### src/rtl/apb_completer_regfile_if.sv
// APB completer-side bus bundle: master drives request fields, slave returns pready/pslverr/prdata.
// Pure wiring, no latency; flow control is the psel/penable/pready handshake itself.
interface apb_completer_regfile_if;
    logic        psel;
    logic        penable;
    logic        pwrite;
    logic [4:0]  addr;
    logic [2:0]  prot;
    logic [3:0]  pstrobe;
    logic [31:0] pwdata;
    logic        pready;
    logic        pslverr;
    logic [31:0] prdata;

    modport master (
        output psel, penable, pwrite, addr, prot, pstrobe, pwdata,
        input  pready, pslverr, prdata
    );

    modport slave (
        input  psel, penable, pwrite, addr, prot, pstrobe, pwdata,
        output pready, pslverr, prdata
    );
endinterface

### src/rtl/apb_completer_regfile.sv
// APB completer with a 32x32 register file, byte strobes, ID word 0 and a privileged window.
// Setup edge to pready is WAIT_CYCLES+1 edges; the master is held off by pready=0 during WAIT.
module apb_completer_regfile #(
    parameter int unsigned WAIT_CYCLES = 1,
    parameter int unsigned NUM_WORDS   = 32,
    parameter int unsigned PRIV_BASE   = 24,
    parameter logic [31:0] ID_VALUE    = 32'hA9B0_0001
) (
    input logic                    clk,
    input logic                    reset,
    apb_completer_regfile_if.slave bus
);

    typedef enum logic [1:0] {IDLE, WAIT, ACCESS} state_t;

    state_t      state, state_nxt;
    logic [3:0]  cnt, cnt_nxt;

    logic [4:0]  lat_addr;
    logic        lat_write;
    logic        lat_err;
    logic [31:0] lat_wdata;
    logic [3:0]  lat_strb;

    logic [31:0] mem [NUM_WORDS];

    logic        setup;
    logic        setup_err;
    logic [4:0]  acc_addr;
    logic        acc_write;
    logic        acc_err;
    logic [31:0] acc_rdata;
    logic        commit;
    logic        unused_prot;

    assign unused_prot = ^bus.prot[2:1];

    assign setup     = bus.psel && !bus.penable;
    assign setup_err = (32'(bus.addr) >= NUM_WORDS)
                     || (bus.pwrite && (bus.addr == 5'd0))
                     || (!bus.prot[0] && (32'(bus.addr) >= PRIV_BASE));

    // With zero wait states ACCESS is entered on the setup edge itself,
    // so the response must be formed from the live bus instead of the latches.
    assign acc_addr  = (state == IDLE) ? bus.addr   : lat_addr;
    assign acc_write = (state == IDLE) ? bus.pwrite : lat_write;
    assign acc_err   = (state == IDLE) ? setup_err  : lat_err;
    assign acc_rdata = (!acc_write && !acc_err)
                     ? ((acc_addr == 5'd0) ? ID_VALUE : mem[acc_addr])
                     : 32'h0;

    assign commit = (state == ACCESS) && lat_write && !lat_err;

    always_comb begin
        state_nxt = state;
        cnt_nxt   = cnt;
        case (state)
            IDLE: begin
                if (setup) begin
                    if (WAIT_CYCLES == 0) begin
                        state_nxt = ACCESS;
                    end else begin
                        state_nxt = WAIT;
                        cnt_nxt   = WAIT_CYCLES[3:0];
                    end
                end
            end
            WAIT: begin
                if (!bus.psel) begin
                    state_nxt = IDLE;
                end else if (cnt == 4'd1) begin
                    state_nxt = ACCESS;
                end else begin
                    cnt_nxt = cnt - 4'd1;
                end
            end
            ACCESS:  state_nxt = IDLE;
            default: state_nxt = IDLE;
        endcase
    end

    always_ff @(posedge clk) begin
        if (reset) begin
            state <= IDLE;
            cnt   <= 4'd0;
        end else begin
            state <= state_nxt;
            cnt   <= cnt_nxt;
        end
    end

    always_ff @(posedge clk) begin
        if (reset) begin
            bus.pready  <= 1'b0;
            bus.pslverr <= 1'b0;
            bus.prdata  <= 32'h0;
            lat_addr    <= 5'd0;
            lat_write   <= 1'b0;
            lat_err     <= 1'b0;
            lat_wdata   <= 32'h0;
            lat_strb    <= 4'h0;
            for (int i = 0; i < NUM_WORDS; i++) begin
                mem[i] <= 32'h0;
            end
        end else begin
            if ((state == IDLE) && setup) begin
                lat_addr  <= bus.addr;
                lat_write <= bus.pwrite;
                lat_err   <= setup_err;
                lat_wdata <= bus.pwdata;
                lat_strb  <= bus.pstrobe;
            end
            // Only the entry edge into ACCESS produces a response; every other edge clears it.
            bus.pready  <= (state_nxt == ACCESS);
            bus.pslverr <= (state_nxt == ACCESS) && acc_err;
            bus.prdata  <= (state_nxt == ACCESS) ? acc_rdata : 32'h0;
            if (commit) begin
                for (int b = 0; b < 4; b++) begin
                    if (lat_strb[b]) begin
                        mem[lat_addr][8*b +: 8] <= lat_wdata[8*b +: 8];
                    end
                end
            end
        end
    end

endmodule

### src/flat_wrapper.sv
// flat-port wrapper written by rule: the top's interface ports become plain ports
module apb_completer_regfile_flat 
#(
    parameter int unsigned WAIT_CYCLES = 1,
    parameter int unsigned NUM_WORDS   = 32,
    parameter int unsigned PRIV_BASE   = 24,
    parameter logic [31:0] ID_VALUE    = 32'hA9B0_0001
)
  (clk, reset, bus_psel, bus_penable, bus_pwrite, bus_addr, bus_prot, bus_pstrobe, bus_pwdata, bus_pready, bus_pslverr, bus_prdata);
  apb_completer_regfile_if bus_i ();
  input logic clk;
  input logic reset;
  input wire logic [$bits(bus_i.psel)-1:0] bus_psel;
  input wire logic [$bits(bus_i.penable)-1:0] bus_penable;
  input wire logic [$bits(bus_i.pwrite)-1:0] bus_pwrite;
  input wire logic [$bits(bus_i.addr)-1:0] bus_addr;
  input wire logic [$bits(bus_i.prot)-1:0] bus_prot;
  input wire logic [$bits(bus_i.pstrobe)-1:0] bus_pstrobe;
  input wire logic [$bits(bus_i.pwdata)-1:0] bus_pwdata;
  output wire logic [$bits(bus_i.pready)-1:0] bus_pready;
  output wire logic [$bits(bus_i.pslverr)-1:0] bus_pslverr;
  output wire logic [$bits(bus_i.prdata)-1:0] bus_prdata;
  assign bus_i.psel = bus_psel;
  assign bus_i.penable = bus_penable;
  assign bus_i.pwrite = bus_pwrite;
  assign bus_i.addr = bus_addr;
  assign bus_i.prot = bus_prot;
  assign bus_i.pstrobe = bus_pstrobe;
  assign bus_i.pwdata = bus_pwdata;
  assign bus_pready = bus_i.pready;
  assign bus_pslverr = bus_i.pslverr;
  assign bus_prdata = bus_i.prdata;
  apb_completer_regfile #(.WAIT_CYCLES(WAIT_CYCLES), .NUM_WORDS(NUM_WORDS), .PRIV_BASE(PRIV_BASE), .ID_VALUE(ID_VALUE)) u_core (.clk(clk), .reset(reset), .bus(bus_i));
endmodule
### config.mk
export PLATFORM = sky130hd
export DESIGN_NAME = apb_completer_regfile_flat
export DESIGN_NICKNAME = d
export VERILOG_FILES = /design/src/rtl/apb_completer_regfile_if.sv /design/src/rtl/apb_completer_regfile.sv /design/src/flat_wrapper.sv
export SDC_FILE = /design/constraint.sdc
export NUM_CORES = 2
export LEC_CHECK = 0
export ABC_AREA = 1
export ABC_CLOCK_PERIOD_IN_PS = 2050
export CORE_MARGIN = 4
export CORE_UTILIZATION = 52
export CTS_CLUSTER_DIAMETER = 30
export DETAILED_ROUTE_END_ITERATION = 12
export PLACE_DENSITY_LB_ADDON = 0.15
export SLEW_MARGIN = 5
export SYNTH_ARGS = -nofsm -noshare
export SYNTH_HDL_FRONTEND = slang
export SYNTH_SLANG_ARGS = --single-unit
export TNS_END_PERCENT = 100
### constraint.sdc
create_clock -name clk -period 2.05 [get_ports clk]
set_clock_uncertainty 0.1 [all_clocks]
set_input_delay 0.41 -clock clk [delete_from_list [all_inputs] [get_ports clk]]
set_output_delay 0.41 -clock clk [all_outputs]
set_load 0.005 [all_outputs]
==> flow_summary.ini <==
[power]
ir_drop_uv = 973.8
post-layout-total-power_uw = 69880
p_int_uw = 52500
sequentialPowerShare_pct = 36.7
comb_power_share_pct = 11.1
p_clk_share_pct = 52.2
power.density_cell_area_mw_per_mm2 = 1009
net-switching-power_uw = 17390
sw_share_pct = 24.88
cellLeakagePower_uw = 0.02789

[place]
dp.final_hpwl_um = 100200
place.gp.congestion = 0.9142
placement.io_buffers = 80

[min_path]
worstHoldStart = bus_pwdata[1]
worst_hold_path.endpoint = u_core.lat_wdata[1]
min_path_type = in -> reg
holdPathStages = 3

[sta]
slew_at_the_pin_with_the_worst_max_slew_slack_ps = 582.6
slew-limit-headroom_pct = 61.16
timing_hold_violations_final = 0
setup_violations = 343
timing.fmax_mhz = 414.6
layout_min_cycle_time_ps = 2412
setup_repair_after_global_routing_missed_its_margin = yes
finalMaxSlewViolations = 0
min_period_over_period_pct = 117.7
layout_setup_ws_ps = -362.2

[routing]
drt-initial-drc-count = 6011
dr.pass1.iters = 8
routed-via-count = 43428
detail-route-antenna-nets = 0
drc_errors = 0
vias_per_cell = 5.750
wl_per_cell_um = 23.07
wl_um = 174200

[cells_and_area]
register_area_mm2 = 0.03246
post-route-util_pct = 72.59
flow.area_growth_from_synthesis_pct = 37.92
fillCellCount = 6431
design.final.nets = 6141
drive_gt1_share_pct = 25.11
area_of_combinational_cells_with_multiple_inputs_mm2 = 0.01621

[clocking]
clk_transition_reported_paths_ps = 50
cell_chosen_for_the_clock_root = sky130_fd_sc_hd__clkbuf_16
cts.sink_count = 1107
cts_max_level = 4
clockBufferDepth = 3
numCtsBuffers = 218
clk_latency_ps = 790
cts_tree = built

[critical_path]
worst_setup_path_start_kind = register
timing.critical_path.arrival_ps = 3020
worstSetupEndpointType = register
critical_path.reg2reg.startpoint = u_core.state[0]
path_max_fanout = 7
setup.reg_to_reg.worst_slack_ps = -360
timing.critical_path.required_ps = 2660
path_class = reg -> reg
critical_path.reg2reg.endpoint = u_core.bus.prdata[18]
reg2regPathDepth = 14

[synth]
synth-seq-cells = 1107
post_synth_xor_area_fraction_pct = 0
netlist-cell-type-count = 32
synth_area_mm2 = 0.05023
synth_nets = 5391
post_synth.cell_area_avg_um2 = 9.406
synth_cells = 5340
synth_top_family_by_area = simple AND/OR/NAND/NOR gates
synth_simple_gate_area_share_pct = 22.48
yosys_warning_count = 0
synth.yosys.seq_area_share_pct = 64.53
mux_share_of_post_synthesis_cell_area_pct = 0
synth_adder_area_share_pct = 0.04982
synth_compound_gate_area_share_pct = 6.394

[die]
rows = 113
core_region_area_mm2 = 0.09544
die_width_um = 318.8
die_y_um = 318.8
start_util_pct = 52.63
floorplan.die_area_mm2 = 0.1016
io-pin-count = 83

[run_status]
status = finished with violations
failed_checks = negative setup slack

[global_route]
track_usage_pct = 32.00
overflow = 0
first_global_vias = 41420
grt_start_max_net_pins = 60
antenna_found_initial = 8
grt_first_pass_wirelength_um = 248000

[run]
max_cap_violations = 0
==> critical path: stages (launching register included) <==
cell,delay [ps]
sky130_fd_sc_hd__dfxtp_2,330
sky130_fd_sc_hd__nor2_4,200
sky130_fd_sc_hd__buf_6,150
sky130_fd_sc_hd__nand2_4,50
sky130_fd_sc_hd__o21ai_4,140
sky130_fd_sc_hd__buf_12,200
sky130_fd_sc_hd__buf_12,140
sky130_fd_sc_hd__buf_4,130
sky130_fd_sc_hd__clkbuf_16,140
sky130_fd_sc_hd__o21ai_0,150
sky130_fd_sc_hd__o22ai_1,180
sky130_fd_sc_hd__inv_1,70
sky130_fd_sc_hd__a21oi_1,160
sky130_fd_sc_hd__nor2_2,90
sky130_fd_sc_hd__nor2_1,90
==> cells in the final DEF, fill, tap and decap left out, types with 29 or more instances in the layout <==
cell                              Yosys  layout
sky130_fd_sc_hd__buf_16               0      29
sky130_fd_sc_hd__nand3_2              0      94
sky130_fd_sc_hd__edfxtp_1          1024    1024
sky130_fd_sc_hd__o211ai_1            32      32
sky130_fd_sc_hd__buf_4               26     466
sky130_fd_sc_hd__clkdlybuf4s50_1      0      46
sky130_fd_sc_hd__o22ai_1             79      70
sky130_fd_sc_hd__buf_6                8     155
sky130_fd_sc_hd__nand2_1           1012     868
sky130_fd_sc_hd__nand3_1            442     347
sky130_fd_sc_hd__clkbuf_16            0     245
sky130_fd_sc_hd__o21ai_1             63     121
sky130_fd_sc_hd__nor2_2               2      31
sky130_fd_sc_hd__buf_12               0      95
sky130_fd_sc_hd__nand2_2              7     121
sky130_fd_sc_hd__clkinvlp_4           0      31
sky130_fd_sc_hd__bufinv_16            0      31
sky130_fd_sc_hd__clkinv_2             0      36
sky130_fd_sc_hd__inv_1              439     432
sky130_fd_sc_hd__nor2_1            1369    1316
sky130_fd_sc_hd__o21ai_0            365     279
sky130_fd_sc_hd__dlygate4sd2_1        0      34
sky130_fd_sc_hd__dfxtp_1             83      57
==> cells in the mapped netlist (all sizes together) <==
library cell,instances,area (µm²)
a21oi,35,175.2
o211ai,32,240.2
inv,445,1670
o22ai,79,494.2
nand3,442,2212
edfxtp,1024,30750
o21bai,15,112.6
nand3b,1,7.510
ha,2,25.02
a31oi,1,6.260
nand2,1019,3842
nor3,4,25.02
or2,1,6.260
clkbuf,181,679.4
dfxtp,83,1662
nor2,1373,5174
o21ai,431,2168
buf,167,939.7
nand4,2,18.77
o21a,2,15.01
nor4,1,6.260
==> cells by family (layout without fill, tap and decap cells) <==
| logic type | Yosys count | count (layout) |
|---|---|---|
| fa+ha+maj | 2 | 2 |
| buf+inv | 793 | 1734 |
| simple gates | 2843 | 2846 |
| other cells | 0 | 4 |
| compound gates | 595 | 595 |
| flops | 1107 | 1107 |
==> stage by stage <==
stage	cells	TNS (ps)	cell area [µm²]	setup WS, ps	hold slack (ps)
2_1_floorplan	5340	0	50230	84.57	349.5
5_1_grt	7549	-42680	69270	-398.3	111.3
6_report	7553	-20920	69280	-362.2	108.7
3_5_place_dp	6992	-529220	56860	-943.2	373.5
4_1_cts	7486	-6506	66730	-269.1	67.84
3_3_place_gp	6992	-515130	56860	-927.1	362.3
==> area by class of cell <==
| class | instances | share of cell area, % |
|---|---|---|
| multi-input combinational | 3443 | 23.39 |
| tap | 1265 | 2.285 |
| sequential | 1107 | 46.85 |
| clock buffer | 257 | 8.339 |
| timing repair buffer | 875 | 13.98 |
| antenna | 4 | 0.01445 |
| clock inverter | 157 | 2.707 |
| inverter | 445 | 2.429 |
==> flip-flops by register name, indices dropped and copies added, names as in the netlist <==
register,flops
u_core.lat_strb,4
u_core.bus.pready,1
u_core.cnt,4
u_core.mem,1024
u_core.bus.pslverr,1
u_core.lat_err,1
u_core.bus.prdata,32
u_core.lat_wdata,32
u_core.lat_addr,5
u_core.state,2
u_core.lat_write,1
==> metal layers <==
| layer | GRT usage (%) | vias to the layer above | share of wire (%) |
|---|---|---|---|
| met5 | 0 | - | 0.017 |
| met4 | 13.78 | 4 | 5.1 |
| met3 | 6.697 | 563 | 11 |
| met2 | 50.77 | 2794 | 47 |
| met1 | 43.09 | 20786 | 37 |
| li1 | - | 19281 | - |
==> how the worst max path moves through the flow <==
stage | endpoint | start | slack (ps) | cells past startpoint
2_1_floorplan | u_core.mem[16][24] | u_core.state[1] | 80 | 5
3_3_place_gp | u_core.bus.prdata[9] | bus_addr[1] | -930 | 13
3_5_place_dp | u_core.bus.prdata[11] | bus_addr[1] | -940 | 13
4_1_cts | u_core.bus.prdata[5] | u_core.state[1] | -270 | 15
5_1_grt | u_core.bus.prdata[18] | u_core.state[0] | -400 | 14
6_report | u_core.bus.prdata[18] | u_core.state[0] | -360 | 14
==> what timing repair did <==
action                     4_1_cts  5_1_grt
buffers inserted                54       45
cloned                          27       23
setup endpoints to repair      895     1116
resized for setup              343      506
pin swaps                       45      168
hold buffers                     0        0
==> power by group through the flow <==
stage | clock network (µW) | logic (µW) | registers (µW)
CTS | 36600 | 6740 | 25600
detailed placement | 0 | 5890 | 26000
global placement | 0 | 5840 | 26000
global route | 37900 | 8150 | 25600
finish | 36500 | 7760 | 25600
floorplan | 0 | 3280 | 25900
Note: power is estimated with default switching activity, not from simulation.
